## config.mk

```make
export PLATFORM = sky130hd
export DESIGN_NAME = mul_iter
export DESIGN_NICKNAME = d
export VERILOG_FILES = /design/src/rtl/mul_iter.sv
export SDC_FILE = /design/constraint.sdc
export NUM_CORES = 1
export LEC_CHECK = 0
export CAP_MARGIN = 5
export CORE_MARGIN = 2
export CORE_UTILIZATION = 47
export DETAILED_ROUTE_END_ITERATION = 10
export GPL_TIMING_DRIVEN = 0
export PLACE_DENSITY = 0.67
export SYNTH_ARGS = -nofsm -noshare
export SYNTH_HDL_FRONTEND = slang
export SYNTH_SLANG_ARGS = --single-unit
```

## constraint.sdc

```tcl
create_clock -name clk -period 8 [get_ports clk]
set_input_delay 1.6 -clock clk [delete_from_list [all_inputs] [get_ports clk]]
set_output_delay 1.6 -clock clk [all_outputs]
set_load 0.02 [all_outputs]
```

## src/rtl/mul_iter.sv

```systemverilog
// Iterative shift-add multiplier: retires STEP multiplier bits per cycle, start/done handshake with cancel.
// Optional early termination on an exhausted multiplier is enabled by defining MUL_ITER_EARLY_TERM_EN.
module mul_iter #(
    parameter int unsigned WIDTH = 32,
    parameter int unsigned STEP  = 1
) (
    input  logic                 clk,
    input  logic                 resetn,
    input  logic                 start,
    input  logic                 cancel,
    input  logic                 signed_op,
    input  logic [WIDTH-1:0]     a,
    input  logic [WIDTH-1:0]     b,
    output logic                 busy,
    output logic                 done,
    output logic [2*WIDTH-1:0]   result
);

    localparam int unsigned ITERS = WIDTH / STEP;
    localparam int unsigned CNT_W = $clog2(ITERS + 1);

    typedef enum logic [1:0] {
        S_IDLE,
        S_CALC,
        S_DONE
    } state_t;

    state_t               r_state;
    state_t               w_state_nxt;

    logic [2*WIDTH-1:0]   r_mcand;
    logic [2*WIDTH-1:0]   r_acc;
    logic [2*WIDTH-1:0]   r_result;
    logic [WIDTH-1:0]     r_mplier;
    logic [CNT_W-1:0]     r_cnt;
    logic                 r_neg;

    logic [2*WIDTH-1:0]   w_pp;
    logic [2*WIDTH-1:0]   w_final;
    logic [WIDTH-1:0]     w_mplier_nxt;
    logic [WIDTH-1:0]     w_abs_a;
    logic [WIDTH-1:0]     w_abs_b;
    logic                 w_accept;
    logic                 w_last;
    logic                 w_finish;

    // -(2^(WIDTH-1)) wraps to itself, which is the correct unsigned magnitude.
    assign w_abs_a      = (signed_op && a[WIDTH-1]) ? (-a) : a;
    assign w_abs_b      = (signed_op && b[WIDTH-1]) ? (-b) : b;
    assign w_mplier_nxt = r_mplier >> STEP;
    assign w_final      = r_neg ? (-r_acc) : r_acc;
    assign w_accept     = (r_state == S_IDLE) && start && !cancel;
    assign w_finish     = (r_state == S_DONE) && !cancel;

`ifdef MUL_ITER_EARLY_TERM_EN
    assign w_last = (r_cnt == CNT_W'(1)) || (w_mplier_nxt == '0);
`else
    assign w_last = (r_cnt == CNT_W'(1));
`endif

    always_comb begin
        w_pp = '0;
        for (int unsigned i = 0; i < STEP; i++) begin
            if (r_mplier[i]) begin
                w_pp = w_pp + (r_mcand << i);
            end
        end
    end

    always_comb begin
        w_state_nxt = r_state;
        busy        = (r_state != S_IDLE);
        done        = w_finish;
        case (r_state)
            S_IDLE: begin
                if (w_accept) begin
                    w_state_nxt = S_CALC;
                end
            end
            S_CALC: begin
                if (cancel) begin
                    w_state_nxt = S_IDLE;
                end else if (w_last) begin
                    w_state_nxt = S_DONE;
                end
            end
            S_DONE: begin
                w_state_nxt = S_IDLE;
            end
            default: begin
                w_state_nxt = S_IDLE;
            end
        endcase
    end

    // The product is visible in the DONE cycle itself but only committed if not cancelled there.
    assign result = w_finish ? w_final : r_result;

    always_ff @(posedge clk or negedge resetn) begin
        if (!resetn) begin
            r_state <= S_IDLE;
        end else begin
            r_state <= w_state_nxt;
        end
    end

    always_ff @(posedge clk or negedge resetn) begin
        if (!resetn) begin
            r_mcand  <= '0;
            r_acc    <= '0;
            r_result <= '0;
            r_mplier <= '0;
            r_cnt    <= '0;
            r_neg    <= 1'b0;
        end else begin
            if (w_accept) begin
                r_mcand  <= {{WIDTH{1'b0}}, w_abs_a};
                r_mplier <= w_abs_b;
                r_neg    <= signed_op & (a[WIDTH-1] ^ b[WIDTH-1]);
                r_acc    <= '0;
                r_cnt    <= CNT_W'(ITERS);
            end else if ((r_state == S_CALC) && !cancel) begin
                r_acc    <= r_acc + w_pp;
                r_mcand  <= r_mcand << STEP;
                r_mplier <= w_mplier_nxt;
                r_cnt    <= r_cnt - CNT_W'(1);
            end
            if (w_finish) begin
                r_result <= w_final;
            end
        end
    end

endmodule

```

==> insert_results.sql, run 1 <==
INSERT INTO impl_metrics (metric_group, metric, value, unit) VALUES
('routing', 'antenna_violating_nets_post_route', '0', ''),
('cts', 'cts_resized', '0', ''),
('setup_path', 'rr_endpoint', 'r_acc[62]$_DFFE_PN0P_', ''),
('floorplanning', 'start_util', '0.474', ''),
('place', 'dpl.hpwl', '33500', 'um'),
('floorplanning', 'die_height', '184', 'um'),
('run_status', 'status', 'completed', ''),
('finish', 'layoutNonFillerInstCount', '2413', ''),
('worst_hold_path', 'min_path_cells', '2', ''),
('yosys', 'yosys_warnings', '0', ''),
('yosys', 'synthesis.area_per_instance', '8.56', 'um^2'),
('yosys', 'synth-edff-count', '0', ''),
('worst_hold_path', 'timing.hold.worst.class', 'flop to flop', ''),
('cts', 'cts_hold_repair_buffers', '0', ''),
('yosys', 'post_synth_num_cell_types', '63', ''),
('yosys', 'syn-num-nets', '1924', ''),
('floorplanning', 'die_area', '34000', 'um^2'),
('yosys', 'most_instantiated_library_cell_after_synthesis', 'nand2_1', ''),
('yosys', 'synth.ff_latch_count', '233', ''),
('yosys', 'yosysTopAreaCell', 'dfrtp_1', ''),
('routing', 'dr.max_layer_used', 'met4', ''),
('routing', 'total_number_of_vias', '13787', ''),
('yosys', 'synth-simple-area-share', '0.186', ''),
('finish', 'layout-area-overhead-vs-synth', '18.6', '%'),
('routing', 'vias_per_cell', '5.71', ''),
('finish', 'final-seq-area', '5830', 'um^2'),
('timing', 'total_neg_setup_slack', '0', 'ns'),
('floorplanning', 'floorplan.io_pins', '135', ''),
('run', 'drv_cap', '0', ''),
('yosys', 'yosys-mux-area-fraction', '0.00131', ''),
('timing', 'tightest_slew', '1.04', 'ns'),
('routing', 'wl_met3', '2140', 'um'),
('setup_path', 'reg2reg_depth', '15', ''),
('finish', 'antenna_cells', '0', ''),
('finish', 'layout-drive-gt1-share', '0.0320', ''),
('timing', 'timing.final.crit_share', '0.848', ''),
('cts', 'clock_tree.root_cell', 'clkbuf_16', ''),
('setup_path', 'worst_ep_arrival_time', '5.19', 'ns'),
('yosys', 'syn_area', '15300', 'um^2'),
('yosys', 'synth.cells.most_frequent', '286 x nand2_1, 233 x dfrtp_1, 222 x o21ai_0', ''),
('yosys', 'synthXorXnorAreaFrac', '0.106', ''),
('timing', 'hold_viol_final', '0', ''),
('timing', 'final_period_minus_worst_setup_slack', '6.79', 'ns'),
('power_and_ir_drop', 'ir_worst_vdd', '0.000171', 'V'),
('timing', 'maxClockFrequency', '0.147', 'GHz'),
('routing', 'm1WireLength', '20300', 'um'),
('timing', 'timing.hold.ws', '0.491', 'ns'),
('cts', 'post_cts.repair.setup_buffers', '0', ''),
('cts', 'cts_made_buffers', '27', ''),
('place', 'gp_congestion', '0.943', ''),
('yosys', 'yosysSeqAreaShare', '0.381', ''),
('cts', 'htree_num_levels', '1', ''),
('timing', 'unrepaired_setup_endpoints_after_global_routing', 'false', ''),
('routing', 'initialDrtViolationCount', '912', ''),
('cts', 'cts_tree', 'yes', ''),
('timing', 'slew-limit-headroom', '0.309', ''),
('setup_path', 'timing.reg2reg.setup_slack', '3.27', 'ns'),
('routing', 'wirelength', '43700', 'um'),
('yosys', 'synth_ff_type', 'dfrtp_1', ''),
('grt', 'first_pass_grt_wire_length', '70100', 'um'),
('routing', 'post_drt_wl_per_cell', '18.1', 'um'),
('place', 'io_buffers', '134', ''),
('grt', 'total_congestion_overflow_after_global_routing', '0', ''),
('timing', 'clock-skew-final', '0.0149', 'ns'),
('yosys', 'netlist_instances', '1786', ''),
('cts', 'clock_insertion_delay_at_the_later_pin_of_the_skew_report', '0.56', 'ns'),
('cts', 'clk_path_buf_depth', '3', ''),
('setup_path', 'worstPathRequired', '6.40', 'ns'),
('floorplanning', 'placementRows', '66', ''),
('power_and_ir_drop', 'static-leakage-power', '7.91', 'nW'),
('floorplanning', 'core-area', '32300', 'um^2');
cell type report:
cell class	instances	share of cell area
Tap cell	442	0.0305
Multi-Input combinational cell	1426	0.496
Timing Repair Buffer	136	0.0773
Clock buffer	40	0.0411
Clock inverter	9	0.00766
Sequential cell	233	0.322
Inverter	28	0.00580
Buffer	99	0.0205
stage by stage:
step | setup WS, ns | area, um^2 | power (mW)
after CTS | 1.23 | 18100 | 4.56
after global routing | 0.967 | 18100 | 4.82
after global placement | -4.54 | 17200 | 3.25
after detailed placement | 1.51 | 17200 | 3.30
after floorplan | 2.71 | 15300 | 2.71
final | 1.21 | 18100 | 4.54
where the power goes:
| part | internal (mW) | switching [mW] | leakage (nW) |
|---|---|---|---|
| sequential | 1.40 | 0.234 | 3.11 |
| clock | 0.742 | 0.504 | 0.432 |
| combinational | 0.631 | 1.03 | 4.36 |
| total | 2.78 | 1.76 | 7.91 |
critical path: stages (launching register included):
cell	delay, ns
dfrtp_1	0.45
or4_1	0.61
nor4_2	0.66
nand4_1	0.43
or3_1	0.49
or2_2	0.36
o21ai_1	0.37
nand2_1	0.19
xnor2_1	0.17
o21ai_0	0.24
clkdlybuf4s50_1	0.67
worst max path at each step:
stage	cells after the start	slack, ns	end	start
final	10	1.21	result[62]	r_acc[5]$_DFFE_PN0P_
after global routing	10	0.97	result[62]	r_acc[5]$_DFFE_PN0P_
after CTS	10	1.23	result[62]	r_acc[5]$_DFFE_PN0P_
after detailed placement	9	1.51	result[58]	cancel
after global placement	1	-4.54	r_acc[60]$_DFFE_PN0P_	resetn
after floorplan	9	2.71	result[60]	r_acc[24]$_DFFE_PN0P_
registers in the layout, indices dropped and copies added, names as in the netlist:
| name | cells |
|---|---|
| r_acc | 64 |
| r_cnt | 6 |
| r_mcand | 64 |
| r_mplier | 32 |
| r_neg | 1 |
| r_result | 64 |
| r_state | 2 |
cell usage in the layout, fill, tap and decap left out, drive strengths merged, types with 7 or more instances in the layout:
cell           Yosys  layout
nor3              14      14
o21bai            15      15
o31ai             32      32
nand3             28      28
nor3b             10      10
clkdlybuf4s50      0     133
xnor2             71      71
a21oi             98      98
nor2b              8       8
a22o              34      34
and3              19      19
clkbuf            95     135
o41ai             18      18
o21ai            227     227
a31oi             24      24
a22oi             38      38
inv               28      29
nor2              73      73
o211ai             8       8
a21o              37      37
a211oi             7       7
ha                68      68
and2              72      72
nor4              10      10
or4               17      17
nand2            286     286
dfrtp            233     233
xor2             114     114
buf                4       7
nand4             19      19
or3               19      19
routing by layer:
| layer | up-vias | GRT usage |
|---|---|---|
| li1 | 6744 | - |
| met1 | 6579 | 0.369 |
| met2 | 379 | 0.410 |
| met3 | 85 | 0.0281 |
| met4 | 0 | 0.0909 |
| met5 | - | 0 |
logic make-up (layout without fill, tap and decap cells):
kind of cell               Yosys count  after routing
adders and majority gates           69             69
buffers and inverters              127            312
AOI/OAI and AO/OA                  576            576
muxes                                2              2
and+or+nand+nor                    594            594
DFF                                233            233
xor gates and xnor gates           185            185
Power figures use the tool's default switching activity.
==> run 2, diff against run 1 <==
clock period = 6.8 ns   (was 8 ns; I/O delays follow)
==> results of run 2 <==
The final DEF is identical to that of run 1. Status: completed.
Among the figures that moved: setup slack after placement 1.51 ns -> 0.793 ns; setup slack after layout 1.21 ns -> 0.254 ns; register-to-register setup slack 3.27 ns -> 2.07 ns; total power 4.54 mW -> 5.34 mW; worst IR drop on VDD 0.000171 V -> 0.000202 V
